[config.mk]
export PLATFORM = sky130hd
export DESIGN_NAME = ram_table_player_flat
export DESIGN_NICKNAME = d
export VERILOG_FILES = /design/src/rtl/ram_table_player_if.sv /design/src/rtl/ram_table_player.sv /design/src/flat_wrapper.sv
export SDC_FILE = /design/constraint.sdc
export NUM_CORES = 1
export LEC_CHECK = 0
export CORE_MARGIN = 4
export CORE_UTILIZATION = 58
export DETAILED_ROUTE_END_ITERATION = 8
export PLACE_DENSITY = 0.84
export SYNTH_ARGS = -nofsm -noshare
export SYNTH_HDL_FRONTEND = slang
export SYNTH_SLANG_ARGS = --single-unit
[constraint.sdc]
create_clock -name clk -period 5.4 [get_ports clk]
set_input_delay 1.08 -clock clk [delete_from_list [all_inputs] [get_ports clk]]
set_output_delay 1.08 -clock clk [all_outputs]
set_load 0.02 [all_outputs]
[src/rtl/ram_table_player_if.sv]
// Port-B bus between the table player and the block RAM read port.
interface ram_table_player_if #(
    parameter int unsigned ADDR_BITS = 8,
    parameter int unsigned DATA_BITS = 8
);
    logic [ADDR_BITS-1:0] ram_addr;
    logic                 ram_clken;
    logic [DATA_BITS-1:0] ram_data;
    logic                 ram_uflag;

    modport master (output ram_addr, output ram_clken, input ram_data, input ram_uflag);
    modport slave  (input ram_addr, input ram_clken, output ram_data, output ram_uflag);
endinterface

[src/rtl/ram_table_player.sv]
// Steps an address window on the RAM read port at a programmable rate and
// turns the returned words into a valid-strobed stream (one-shot or looping).
module ram_table_player #(
    parameter int unsigned ADDR_BITS = 8,
    parameter int unsigned DATA_BITS = 8,
    parameter int unsigned DIV_BITS  = 16
) (
    input  logic                 clk,
    input  logic                 rst,
    input  logic                 i_start,
    input  logic                 i_stop,
    input  logic                 i_loop_en,
    input  logic [ADDR_BITS-1:0] i_start_addr,
    input  logic [ADDR_BITS-1:0] i_last_addr,
    input  logic [DIV_BITS-1:0]  i_period,
    ram_table_player_if.master   io_ram,
    output logic [DATA_BITS-1:0] o_data_out,
    output logic                 o_data_valid,
    output logic                 o_busy,
    output logic                 o_done,
    output logic                 o_wrap
);

    typedef enum logic [1:0] {S_IDLE, S_RUN, S_DRAIN} state_t;

    state_t               r_state, w_state_nxt;

    logic [ADDR_BITS-1:0] r_addr, w_addr_nxt;
    logic [ADDR_BITS-1:0] r_first, w_first_nxt;
    logic [ADDR_BITS-1:0] r_last, w_last_nxt;
    logic [DIV_BITS-1:0]  r_period, w_period_nxt;
    logic [DIV_BITS-1:0]  r_div, w_div_nxt;
    logic                 r_wrap_pend, w_wrap_pend_nxt;
    logic [ADDR_BITS-1:0] r_ram_addr, w_ram_addr_nxt;
    logic                 r_ram_clken, w_ram_clken_nxt;
    logic [DATA_BITS-1:0] r_data_out, w_data_out_nxt;
    logic                 r_data_valid, w_data_valid_nxt;
    logic                 r_busy, w_busy_nxt;
    logic                 r_done, w_done_nxt;
    logic                 r_wrap, w_wrap_nxt;

    logic                 w_accept;
    logic                 w_issue;
    logic                 w_at_last;
    logic [ADDR_BITS-1:0] w_cur_addr;
    logic [ADDR_BITS-1:0] w_end_addr;
    logic [ADDR_BITS-1:0] w_win_first;
    logic [DIV_BITS-1:0]  w_reload;

    // An accepted start issues the first read on the same edge, so the
    // window parameters come straight from the inputs in IDLE.
    assign w_accept    = (r_state == S_IDLE) && i_start;
    assign w_issue     = w_accept || ((r_state == S_RUN) && !i_stop && (r_div == '0));
    assign w_cur_addr  = (r_state == S_IDLE) ? i_start_addr : r_addr;
    assign w_end_addr  = (r_state == S_IDLE) ? i_last_addr  : r_last;
    assign w_win_first = (r_state == S_IDLE) ? i_start_addr : r_first;
    assign w_reload    = (r_state == S_IDLE) ? i_period     : r_period;
    assign w_at_last   = (w_cur_addr == w_end_addr);

    always_ff @(posedge clk or posedge rst) begin
        if (rst) r_state <= S_IDLE;
        else     r_state <= w_state_nxt;
    end

    always_comb begin
        w_state_nxt = r_state;
        case (r_state)
            S_IDLE: begin
                if (w_accept) w_state_nxt = (w_at_last && !i_loop_en) ? S_DRAIN : S_RUN;
            end
            S_RUN: begin
                if (i_stop)                               w_state_nxt = S_DRAIN;
                else if (w_issue && w_at_last && !i_loop_en) w_state_nxt = S_DRAIN;
            end
            S_DRAIN: begin
                if (!r_ram_clken && !io_ram.ram_uflag) w_state_nxt = S_IDLE;
            end
            default: w_state_nxt = S_IDLE;
        endcase
    end

    always_comb begin
        w_addr_nxt       = r_addr;
        w_first_nxt      = r_first;
        w_last_nxt       = r_last;
        w_period_nxt     = r_period;
        w_div_nxt        = r_div;
        w_wrap_pend_nxt  = r_wrap_pend;
        w_ram_addr_nxt   = r_ram_addr;
        w_ram_clken_nxt  = 1'b0;
        w_wrap_nxt       = 1'b0;
        w_data_valid_nxt = io_ram.ram_uflag && (r_state != S_IDLE);
        w_data_out_nxt   = w_data_valid_nxt ? io_ram.ram_data : r_data_out;
        w_done_nxt       = (r_state == S_DRAIN) && !r_ram_clken && !io_ram.ram_uflag;
        w_busy_nxt       = (w_state_nxt != S_IDLE);

        if (w_accept) begin
            w_first_nxt  = i_start_addr;
            w_last_nxt   = i_last_addr;
            w_period_nxt = i_period;
        end

        if (w_issue) begin
            w_ram_clken_nxt = 1'b1;
            w_ram_addr_nxt  = w_cur_addr;
            w_div_nxt       = w_reload;
            w_wrap_nxt      = (r_state == S_RUN) && r_wrap_pend;
            w_wrap_pend_nxt = 1'b0;
            if (!w_at_last) begin
                w_addr_nxt = w_cur_addr + ADDR_BITS'(1);
            end else if (i_loop_en) begin
                w_addr_nxt      = w_win_first;
                w_wrap_pend_nxt = 1'b1;
            end
        end else if ((r_state == S_RUN) && !i_stop) begin
            w_div_nxt = r_div - DIV_BITS'(1);
        end
    end

    always_ff @(posedge clk or posedge rst) begin
        if (rst) begin
            r_addr       <= '0;
            r_first      <= '0;
            r_last       <= '0;
            r_period     <= '0;
            r_div        <= '0;
            r_wrap_pend  <= 1'b0;
            r_ram_addr   <= '0;
            r_ram_clken  <= 1'b0;
            r_data_out   <= '0;
            r_data_valid <= 1'b0;
            r_busy       <= 1'b0;
            r_done       <= 1'b0;
            r_wrap       <= 1'b0;
        end else begin
            r_addr       <= w_addr_nxt;
            r_first      <= w_first_nxt;
            r_last       <= w_last_nxt;
            r_period     <= w_period_nxt;
            r_div        <= w_div_nxt;
            r_wrap_pend  <= w_wrap_pend_nxt;
            r_ram_addr   <= w_ram_addr_nxt;
            r_ram_clken  <= w_ram_clken_nxt;
            r_data_out   <= w_data_out_nxt;
            r_data_valid <= w_data_valid_nxt;
            r_busy       <= w_busy_nxt;
            r_done       <= w_done_nxt;
            r_wrap       <= w_wrap_nxt;
        end
    end

    assign io_ram.ram_addr  = r_ram_addr;
    assign io_ram.ram_clken = r_ram_clken;
    assign o_data_out       = r_data_out;
    assign o_data_valid     = r_data_valid;
    assign o_busy           = r_busy;
    assign o_done           = r_done;
    assign o_wrap           = r_wrap;

endmodule

[src/flat_wrapper.sv]
// flat-port wrapper written by rule: the top's interface ports become plain ports
module ram_table_player_flat 
#(
    parameter int unsigned ADDR_BITS = 8,
    parameter int unsigned DATA_BITS = 8,
    parameter int unsigned DIV_BITS  = 16
)
  (clk, rst, i_start, i_stop, i_loop_en, i_start_addr, i_last_addr, i_period, o_data_out, o_data_valid, o_busy, o_done, o_wrap, io_ram_ram_addr, io_ram_ram_clken, io_ram_ram_data, io_ram_ram_uflag);
  ram_table_player_if #(.ADDR_BITS(ADDR_BITS), .DATA_BITS(DATA_BITS)) io_ram_i ();
  input  logic clk;
  input  logic rst;
  input  logic i_start;
  input  logic i_stop;
  input  logic i_loop_en;
  input  logic [ADDR_BITS-1:0] i_start_addr;
  input  logic [ADDR_BITS-1:0] i_last_addr;
  input  logic [DIV_BITS-1:0] i_period;
  output logic [DATA_BITS-1:0] o_data_out;
  output logic o_data_valid;
  output logic o_busy;
  output logic o_done;
  output logic o_wrap;
  output wire logic [$bits(io_ram_i.ram_addr)-1:0] io_ram_ram_addr;
  output wire logic [$bits(io_ram_i.ram_clken)-1:0] io_ram_ram_clken;
  input wire logic [$bits(io_ram_i.ram_data)-1:0] io_ram_ram_data;
  input wire logic [$bits(io_ram_i.ram_uflag)-1:0] io_ram_ram_uflag;
  assign io_ram_ram_addr = io_ram_i.ram_addr;
  assign io_ram_ram_clken = io_ram_i.ram_clken;
  assign io_ram_i.ram_data = io_ram_ram_data;
  assign io_ram_i.ram_uflag = io_ram_ram_uflag;
  ram_table_player #(.ADDR_BITS(ADDR_BITS), .DATA_BITS(DATA_BITS), .DIV_BITS(DIV_BITS)) u_core (.clk(clk), .rst(rst), .i_start(i_start), .i_stop(i_stop), .i_loop_en(i_loop_en), .i_start_addr(i_start_addr), .i_last_addr(i_last_addr), .i_period(i_period), .io_ram(io_ram_i), .o_data_out(o_data_out), .o_data_valid(o_data_valid), .o_busy(o_busy), .o_done(o_done), .o_wrap(o_wrap));
endmodule
==> results.tsv, run 1 <==
stage	metric	value	unit
run_status	status	finished clean	
placement	Port Buf Inserts	66	
synth	most frequent cells after synthesis	80 x dfrtp_1, 43 x nand2_1, 42 x mux2_2, 39 x nor2_1, 28 x o21ai_0	
synth	post-synthesis sequential area ratio	0.466	
synth	Gate Count Post-Synth	428	
cts	# H-tree levels	3	
cts	TritonCTS Buffers	9	
floorplan	Die Height	94.0	um
placement	Placed Cells	574	
routing	DR DRC count	0	
run	Max-Cap Viols	0	
min_path	Worst Hold Path Cells	1	
timing	Slew headroom	0.222	
finish	multi-input logic area	2130	um^2
min_path	Worst Hold Class	register to register	
timing	RSZ-0062 raised after global routing	no	
worst_setup_path	R2R cell count	6	
synth	Async SR Flop Fraction	1.00	
synth	Post-Syn Area per Cell	10.0	um^2
routing	vias post-DR	3526	
timing	measured slew at the worst slew-check pin	1170	ps
finish	Seq. cell area	2000	um^2
worst_setup_path	crit-path max FO	26	
worst_setup_path	Crit-path slowest cell	and2_1	
finish	fraction of layout cells with a size suffix above 1	0.151	
placement	HPWL Detailed	7300	um
floorplan	Die W	94.0	um
routing	drt wl/cell	17.8	um
finish	Non-Filler Instances	590	
worst_setup_path	CP Data Required Time	5640	ps
cts	Clock transition at path regs	80	ps
floorplan	starting density of the core	0.595	
routing	drt first pass iters	6	
global_route	vias in the first global route	3562	
global_route	pin count of the biggest net entering global routing	45	
worst_setup_path	Startpoint Class	input pin	
floorplan	row count	31	
placement	GPL Wtd Cong	0.851	
routing	Post-DRT Antenna Nets	0	
synth	syn nets	477	
finish	Layout area overhead	23.1	%
global_route	gr usage total	0.257	
floorplan	num ports	67	
cts	post-CTS sizing	0	
timing	clock skew	9.83	ps
timing	Tmin final	3460	ps
global_route	first-pass GRT wire length	17700	um
timing	pins over their slew limit	0	
finish	Final Cell Area	5280	um^2
worst_setup_path	CP Capture Type	register	
power_and_ir_drop	maximum VDD drop	0.000457	V
cts	Hold Buf Count CTS	0	
cts	clk buf depth	2	
worst_setup_path	CP Class	input pin to register	
finish	nets	535	
global_route	grt ovf	0	
routing	DR iter-0 viols	305	
power_and_ir_drop	Pleak	2.19	nW
power_and_ir_drop	power per cell area	614	nW/um^2
floorplan	die area	8840	um^2
synth	Synth Flop Type	dfrtp_1	
synth	mapped cell area	4290	um^2
floorplan	core area	7210	um^2
cts	worst-skew pair later-pin latency	360	ps
timing	Final setup viols	0	
synth	leading area contributor after synthesis	dfrtp_1	
synth	ranking of synthesized cells by area	dfrtp_1 47%, mux2_2 11%, xnor2_1 4.3%	
cts	Clock Sinks	80	
synth	Yosys reg bits	80	
synth	total number of yosys warnings	0	
worst_setup_path	Crit path arrival time	3700	ps
timing	setup total negative slack	0	ps
worst_setup_path	slowest stage delay, CP	890	ps
cts	TritonCTS clock tree	yes	
placement	dpl cell area	5010	um^2
cts	CTS Root Cell	clkbuf_8	
timing	Tcrit/Tclk final	0.640	
timing	FMAX	0.289	GHz
timing	Fin. Hold Viols	0	
worst_setup_path	crit-path cells	clkdlybuf4s50_1, and2_1, or2_0, o21ai_0, a221o_1	
synth	Synth top area share	0.466	
global_route	antenna violations before repair	0	
cts	Setup Fix Bufs, Post-CTS	0	
routing	final WL	10500	um
finish	fill count	566	
finish	antenna cells	0	
synth	Yosys cell types	59	
synth	top-count cell post-synth	dfrtp_1	
synth	Post-synth EDFFs	0	
routing	vias per inst	5.98	
[registers in the layout, indices dropped and copies added (netlist names)]
signal and cells:
u_core.r_div 16, u_core.r_period 16, u_core.io_ram.ram_addr 8, u_core.o_data_out 8, u_core.r_addr 8, u_core.r_first 8, u_core.r_last 8, u_core.r_state 2
u_core.io_ram.ram_clken 1, u_core.o_busy 1, u_core.o_data_valid 1, u_core.o_done 1, u_core.o_wrap 1, u_core.r_wrap_pend 1
[placed cells by master (no fill, tap or decap), drive strengths merged, types with 5 or more instances in the layout]
master         synthesis  final
mux2                  44     44
nand3                  7      7
nor3                  14     14
clkbuf                 8     10
inv                   15     16
nor2                  40     40
xnor2                 21     21
o211ai                 5      5
mux2i                 13     13
a21oi                 18     18
nand2                 43     43
clkdlybuf4s50          0     66
o21ai                 29     29
a31oi                  9      9
dfrtp                 80     80
[kinds of logic after synthesis]
group / share of synthesized area
compound gates: 0.148
xor+xnor: 0.0490
fa+ha+maj: 0.00875
buf+inv: 0.0376
flops: 0.466
mux: 0.147
simple gates: 0.144
[worst max-delay path: cells and delay by family]
family / cells / cell delay, ps
buffers and inverters: 1 / 460
AOI/OAI and AO/OA: 2 / 580
and+or+nand+nor: 2 / 1550
[metrics by stage]
stage                      util  power [W]  setup WS (ps)  hold WS (ps)
after floorplan               -    0.00218           2270           442
after global placement    0.694    0.00258           1660           459
after detailed placement  0.694    0.00264           1590           468
after CTS                 0.732    0.00325           1950           494
after global routing      0.732    0.00348           1750           521
final                     0.732    0.00325           1940           492
[cell type report]
type	instances	area share
Inverter	15	0.0109
Sequential cell	80	0.379
Clock buffer	10	0.0260
Timing Repair Buffer	70	0.131
Multi-Input combinational cell	310	0.404
Tap cell	99	0.0234
Clock inverter	6	0.0260
[power by group]
group	switching, W	total [W]	internal (W)
combinational	0.000785	0.00150	0.000716
sequential	0.000253	0.00114	0.000892
clock	0.000231	0.000601	0.000370
[worst paths after layout]
| check | from | end | slack, ps |
|---|---|---|---|
| max | i_start | u_core.r_div[14]$_DFFE_PP0P_ | 1940 |
| min reg2reg | u_core.io_ram.ram_clken$_DFF_PP0_ | u_core.o_done$_DFF_PP0_ | 490 |
| max in group asynchronous | rst | u_core.r_first[5]$_DFFE_PP0N_ | 3280 |
| min | u_core.io_ram.ram_clken$_DFF_PP0_ | u_core.o_done$_DFF_PP0_ | 490 |
| max reg2reg | u_core.r_state[0]$_DFF_PP0_ | u_core.r_div[14]$_DFFE_PP0P_ | 2310 |
| min in group asynchronous | rst | u_core.r_period[12]$_DFFE_PP0N_ | 1100 |
[layer usage]
metal / up-vias / global-route usage / routed length (um)
met5: - / 0 / 0
met4: 0 / 0.0818 / 185
met3: 17 / 0.0561 / 591
met2: 113 / 0.402 / 5030
met1: 1754 / 0.358 / 4700
li1: 1642 / - / -
No activity file was read; power rests on OpenSTA's default activity.
==> inputs of run 2 (changes only) <==
Settings changed: CORE_UTILIZATION 58 to 54, PLACE_DENSITY 0.84 to 0.79.
Clock period 5.4 ns to 3.57 ns, I/O delays scaled along.
==> run 2 against run 1 <==
Compared with the run above: global-route usage is 1.8 points lower; final area decreased by 0.40%; core utilization is 5.1 points lower; worst setup slack lost 1300 ps; clock skew rose by 3.8 ps; worst hold slack lost 13 ps; largest cell class unchanged; die area up 6.8%; sequential share of layout area up 0.15 points; final cell count increased by 1.4%; largest power group unchanged; critical path depth is 2 higher; critical path type unchanged; combinational power up 56%.
==> results.tsv, run 2 (synthesized netlist as in run 1, its figures left out) <==
stage	metric	value	unit	change
timing	pins over their slew limit	0		unchanged
finish	nets	540		+0.93%
routing	vias post-DR	3554		+0.79%
routing	DR iter-0 viols	209		-31%
cts	clk buf depth	2		unchanged
floorplan	starting density of the core	0.555		-0.0395
worst_setup_path	CP Capture Type	register		
cts	TritonCTS Buffers	9		unchanged
timing	Tmin final	2940	ps	
run	Max-Cap Viols	0		unchanged
cts	CTS Root Cell	clkbuf_8		
routing	vias per inst	5.94		-0.55%
floorplan	core area	7730	um^2	+7.1%
cts	worst-skew pair later-pin latency	350	ps	about the same
finish	multi-input logic area	2130	um^2	unchanged
routing	Post-DRT Antenna Nets	0		unchanged
routing	drt first pass iters	6		unchanged
finish	final core utilization	0.681		-0.0514
floorplan	Die W	97.2	um	+3.3%
finish	antenna cells	0		unchanged
cts	post-CTS sizing	0		unchanged
cts	Clock transition at path regs	80	ps	about the same
routing	final WL	10700	um	+1.7%
timing	Fin. Hold Viols	0		unchanged
power_and_ir_drop	maximum VDD drop	0.000545	V	+19%
power_and_ir_drop	Pleak	2.18	nW	-0.43%
cts	Clock Sinks	80		unchanged
worst_setup_path	Startpoint Class	input pin		
placement	HPWL Detailed	7770	um	+6.4%
cts	Setup Fix Bufs, Post-CTS	0		unchanged
global_route	first-pass GRT wire length	18400	um	+4.1%
global_route	gr usage total	0.239		-0.0181
floorplan	num ports	67		unchanged
cts	# H-tree levels	3		unchanged
finish	fill count	605		+6.9%
global_route	pin count of the biggest net entering global routing	30		-33%
timing	Slew headroom	0.311		+0.0889
finish	commonest non-fill, non-tap cell in the layout	dfrtp_1		
routing	DR DRC count	0		unchanged
routing	drt wl/cell	17.9	um	+0.33%
cts	Hold Buf Count CTS	0		unchanged
timing	RSZ-0062 raised after global routing	no		
floorplan	Die Height	97.2	um	+3.3%
finish	most frequent cells in the layout	80 x dfrtp_1, 66 x clkdlybuf4s50_1, 43 x nand2_1, 42 x mux2_2, 39 x nor2_1		
worst_setup_path	CP Data Required Time	3810	ps	-1830 ps
finish	fraction of layout cells with a size suffix above 1	0.155		+0.00453
min_path	Worst Hold Class	register to register		
run_status	status	finished clean		
finish	Layout area overhead	22.6	%	
floorplan	die area	9440	um^2	+6.8%
global_route	grt ovf	0		unchanged
placement	Port Buf Inserts	66		unchanged
worst_setup_path	crit-path max FO	8		-69%
finish	top flop regs	u_core.r_div x16, u_core.r_period x16		
timing	Final setup viols	0		unchanged
timing	setup total negative slack	0	ps	unchanged
worst_setup_path	CP Class	input pin to register		
global_route	antenna violations before repair	0		unchanged
timing	measured slew at the worst slew-check pin	1030	ps	-137 ps
timing	FMAX	0.340	GHz	
placement	GPL Wtd Cong	0.941		+11%
cts	TritonCTS clock tree	yes		
power_and_ir_drop	power per cell area	911	nW/um^2	+48%
worst_setup_path	Crit path arrival time	3180	ps	-520 ps
global_route	vias in the first global route	3678		+3.3%
placement	dpl cell area	5050	um^2	+0.82%
finish	Seq. cell area	2000	um^2	unchanged
timing	hold_ws	478	ps	-13.3 ps
timing	Tcrit/Tclk final	0.824		
timing	clock skew	13.7	ps	+3.83 ps
finish	Final Cell Area	5260	um^2	-0.40%
floorplan	row count	32		+3.2%
==> run 2: final timing paths <==
check                                             startpoint                               endpoint  slack (ps)  depth (start not counted)
max                                          i_start_addr[0]           u_core.r_addr[3]$_DFFE_PP0P_         630                          7
min                        u_core.io_ram.ram_clken$_DFF_PP0_                u_core.o_done$_DFF_PP0_         480                          1
max reg2reg                      u_core.r_state[1]$_DFF_PP0_           u_core.r_div[14]$_DFFE_PP0P_         720                          6
min reg2reg                u_core.io_ram.ram_clken$_DFF_PP0_                u_core.o_done$_DFF_PP0_         480                          1
max in group asynchronous                                rst  u_core.io_ram.ram_addr[1]$_DFFE_PP0N_        2140                          3
min in group asynchronous                                rst           u_core.r_last[2]$_DFFE_PP0N_         700                          2
==> run 2: per-layer routing <==
| metal | up-vias | GRT usage | routed length [um] |
|---|---|---|---|
| met5 | - | 0 | 0 |
| met4 | 0 | 0.0702 | 204 |
| met3 | 25 | 0.0675 | 794 |
| met2 | 136 | 0.366 | 4850 |
| met1 | 1740 | 0.331 | 4830 |
| li1 | 1653 | - | - |
==> run 2: critical path: stages <==
cell and delay (ps):
clkdlybuf4s50_1 620, xnor2_1 160, nand4_1 230, or2_2 450, mux2_4 320, o21ai_4 300, mux2_2 380
==> run 2: metrics by stage <==
step / total power [W] / setup slack, ps / instances
2_1_floorplan: 0.00330 / 804 / 428
3_3_place_gp: 0.00398 / 402 / 582
3_5_place_dp: 0.00406 / 297 / 582
4_1_cts: 0.00480 / 664 / 598
5_1_grt: 0.00516 / 491 / 598
6_report: 0.00480 / 628 / 598
==> run 2: area by class of cell <==
class	instances	share of cell area
Sequential cell	80	0.380
Tap cell	102	0.0243
Multi-Input combinational cell	310	0.406
Clock buffer	11	0.0250
Inverter	15	0.0109
Timing Repair Buffer	75	0.138
Clock inverter	5	0.0155
==> run 2: where the power goes <==
| group | total [W] | internal (W) | switching, W |
|---|---|---|---|
| combinational | 0.00234 | 0.00111 | 0.00123 |
| sequential | 0.00173 | 0.00135 | 0.000380 |
| clock | 0.000727 | 0.000395 | 0.000333 |
| total | 0.00480 | 0.00286 | 0.00194 |
==> inputs of run 3 (changes only) <==
Settings changed: CORE_UTILIZATION 54 to 49, PLACE_DENSITY 0.79 to 0.76.
Clock period 3.57 ns to 2.7 ns, I/O delays scaled along.
==> run 3 against run 2 <==
Compared with the run above: total power up 35%; largest power group unchanged; count of clock-buffer cells in the layout down 1; sequential power up 28%; global-route usage down 2.1 points; highest routed layer unchanged; die area up 9.3%; non-clock buffer count up 28; sequential cell count unchanged.
==> results.tsv, run 3 (synthesized netlist as in run 1, its figures left out) <==
stage	metric	value	unit	change
run_status	status	finished clean		
floorplan	Die W	102	um	+4.6%
global_route	vias in the first global route	3629		-1.3%
timing	RSZ-0062 raised after global routing	no		
worst_setup_path	CP Capture Type	register		
cts	post-CTS sizing	0		unchanged
routing	vias per inst	5.65		-5.0%
finish	fill count	687		+14%
floorplan	core area	8380	um^2	+8.5%
worst_setup_path	Crit path arrival time	2640	ps	-540 ps
finish	fraction of layout cells with a size suffix above 1	0.202		+0.0470
timing	Final setup viols	0		unchanged
power_and_ir_drop	maximum VDD drop	0.000674	V	+24%
global_route	grt ovf	0		unchanged
timing	pins over their slew limit	0		unchanged
cts	worst-skew pair later-pin latency	360	ps	about the same
routing	final WL	10500	um	-1.4%
finish	top flop regs	u_core.r_div x16, u_core.r_period x16		
power_and_ir_drop	Pleak	2.33	nW	+6.8%
placement	GPL Wtd Cong	0.894		-5.0%
timing	hold_ws	465	ps	-13.0 ps
routing	Post-DRT Antenna Nets	0		unchanged
timing	Tmin final	2390	ps	
global_route	first-pass GRT wire length	17700	um	-3.7%
timing	setup total negative slack	0	ps	unchanged
floorplan	num ports	67		unchanged
worst_setup_path	Startpoint Class	input pin		
routing	DR DRC count	0		unchanged
worst_setup_path	crit-path cells	clkdlybuf4s50_1, or3b_4, a222oi_1, nand3_1, a311oi_1, a21oi_1, mux2_2		
worst_setup_path	Crit-path slowest cell	clkdlybuf4s50_1		
cts	Setup Fix Bufs, Post-CTS	0		unchanged
finish	Final Cell Area	5510	um^2	+4.7%
finish	antenna cells	0		unchanged
floorplan	row count	33		+3.1%
placement	Port Buf Inserts	66		unchanged
cts	Hold Buf Count CTS	0		unchanged
cts	Clock transition at path regs	90	ps	about the same
finish	final core utilization	0.657		-0.0239
cts	Clock Sinks	80		unchanged
floorplan	Die Height	102	um	+4.6%
floorplan	die area	10300	um^2	+9.3%
finish	most frequent cells in the layout	80 x dfrtp_1, 66 x clkdlybuf4s50_1, 43 x nand2_1, 42 x mux2_2, 39 x nor2_1		
placement	dpl cell area	5290	um^2	+4.7%
global_route	antenna violations before repair	0		unchanged
finish	commonest non-fill, non-tap cell in the layout	dfrtp_1		
timing	FMAX	0.419	GHz	
routing	DR iter-0 viols	182		-13%
finish	Seq. cell area	2000	um^2	unchanged
finish	nets	568		+5.2%
worst_setup_path	crit-path max FO	4		-4
cts	TritonCTS clock tree	yes		
min_path	Worst Hold Class	input pin to async pin		
worst_setup_path	slowest stage delay, CP	550	ps	-70 ps
cts	CTS Root Cell	clkbuf_8		
timing	Tcrit/Tclk final	0.884		
worst_setup_path	CP Class	input pin to register		
timing	measured slew at the worst slew-check pin	491	ps	-539 ps
timing	Worst Slack Setup Final	312	ps	-316 ps
floorplan	starting density of the core	0.512		-0.0434
routing	vias post-DR	3551		-0.084%
cts	# H-tree levels	3		unchanged
routing	drt first pass iters	4		-2
timing	clock skew	14.4	ps	+0.769 ps
placement	worst slack at placement	-32.9	ps	-330 ps
global_route	pin count of the biggest net entering global routing	38		+27%
finish	Layout area overhead	28.3	%	
power_and_ir_drop	power per cell area	1170	nW/um^2	+29%
global_route	gr usage total	0.217		-0.0214
run	Max-Cap Viols	0		unchanged
finish	multi-input logic area	2130	um^2	unchanged
routing	drt wl/cell	16.7	um	-6.2%
timing	Fin. Hold Viols	0		unchanged
cts	TritonCTS Buffers	9		unchanged
placement	HPWL Detailed	7700	um	-0.80%
timing	Slew headroom	0.669		+0.358
worst_setup_path	CP Data Required Time	2950	ps	-860 ps
cts	clk buf depth	2		unchanged
run 3: final timing paths:
path                                                   endpoint  slack [ps]  cells past startpoint                         startpoint
worst max-delay path               u_core.r_addr[7]$_DFFE_PP0P_         310                      7                    i_start_addr[4]
worst max register to register     u_core.r_addr[3]$_DFFE_PP0P_         370                      6       u_core.r_addr[0]$_DFFE_PP0P_
min in group clk                        u_core.o_done$_DFF_PP0_         470                      1  u_core.io_ram.ram_clken$_DFF_PP0_
worst min-delay path               u_core.r_div[11]$_DFFE_PP0P_         470                      2                                rst
max in group asynchronous       u_core.r_period[14]$_DFFE_PP0N_        1680                      3                                rst
worst min register to register          u_core.o_done$_DFF_PP0_         470                      1  u_core.io_ram.ram_clken$_DFF_PP0_
run 3: area by class of cell:
class                      instances  area share
clock buffer                      10      0.0232
clock inverter                     6      0.0166
inverter                          15      0.0104
multi-input combinational        310       0.388
sequential                        80       0.363
tap                              105      0.0239
timing repair buffer             103       0.175
run 3: metal layers:
metal | global-route usage | vias to the layer above | part of all wire
met5 | 0 | - | 0
met4 | 0.0777 | 0 | 0.018
met3 | 0.0420 | 17 | 0.055
met2 | 0.350 | 96 | 0.46
met1 | 0.293 | 1733 | 0.46
li1 | - | 1705 | -
run 3: per-stage QoR:
stage               total power, W  instances
detailed placement         0.00548        613
CTS                        0.00649        629
global placement           0.00537        613
global route               0.00695        629
floorplan                  0.00436        428
finish                     0.00645        629
run 3: power by group:
group | total [W] | switching (W) | internal [W]
combinational | 0.00325 | 0.00163 | 0.00161
clock | 0.000984 | 0.000458 | 0.000526
sequential | 0.00222 | 0.000436 | 0.00178
run 3: worst max-delay path: cells and delay by family:
kind                   cells  cell delay, ps
multiplexers               1             270
buffers and inverters      1             550
AO/OA/AOI/OAI              3             720
AND/OR/NAND/NOR            2             560
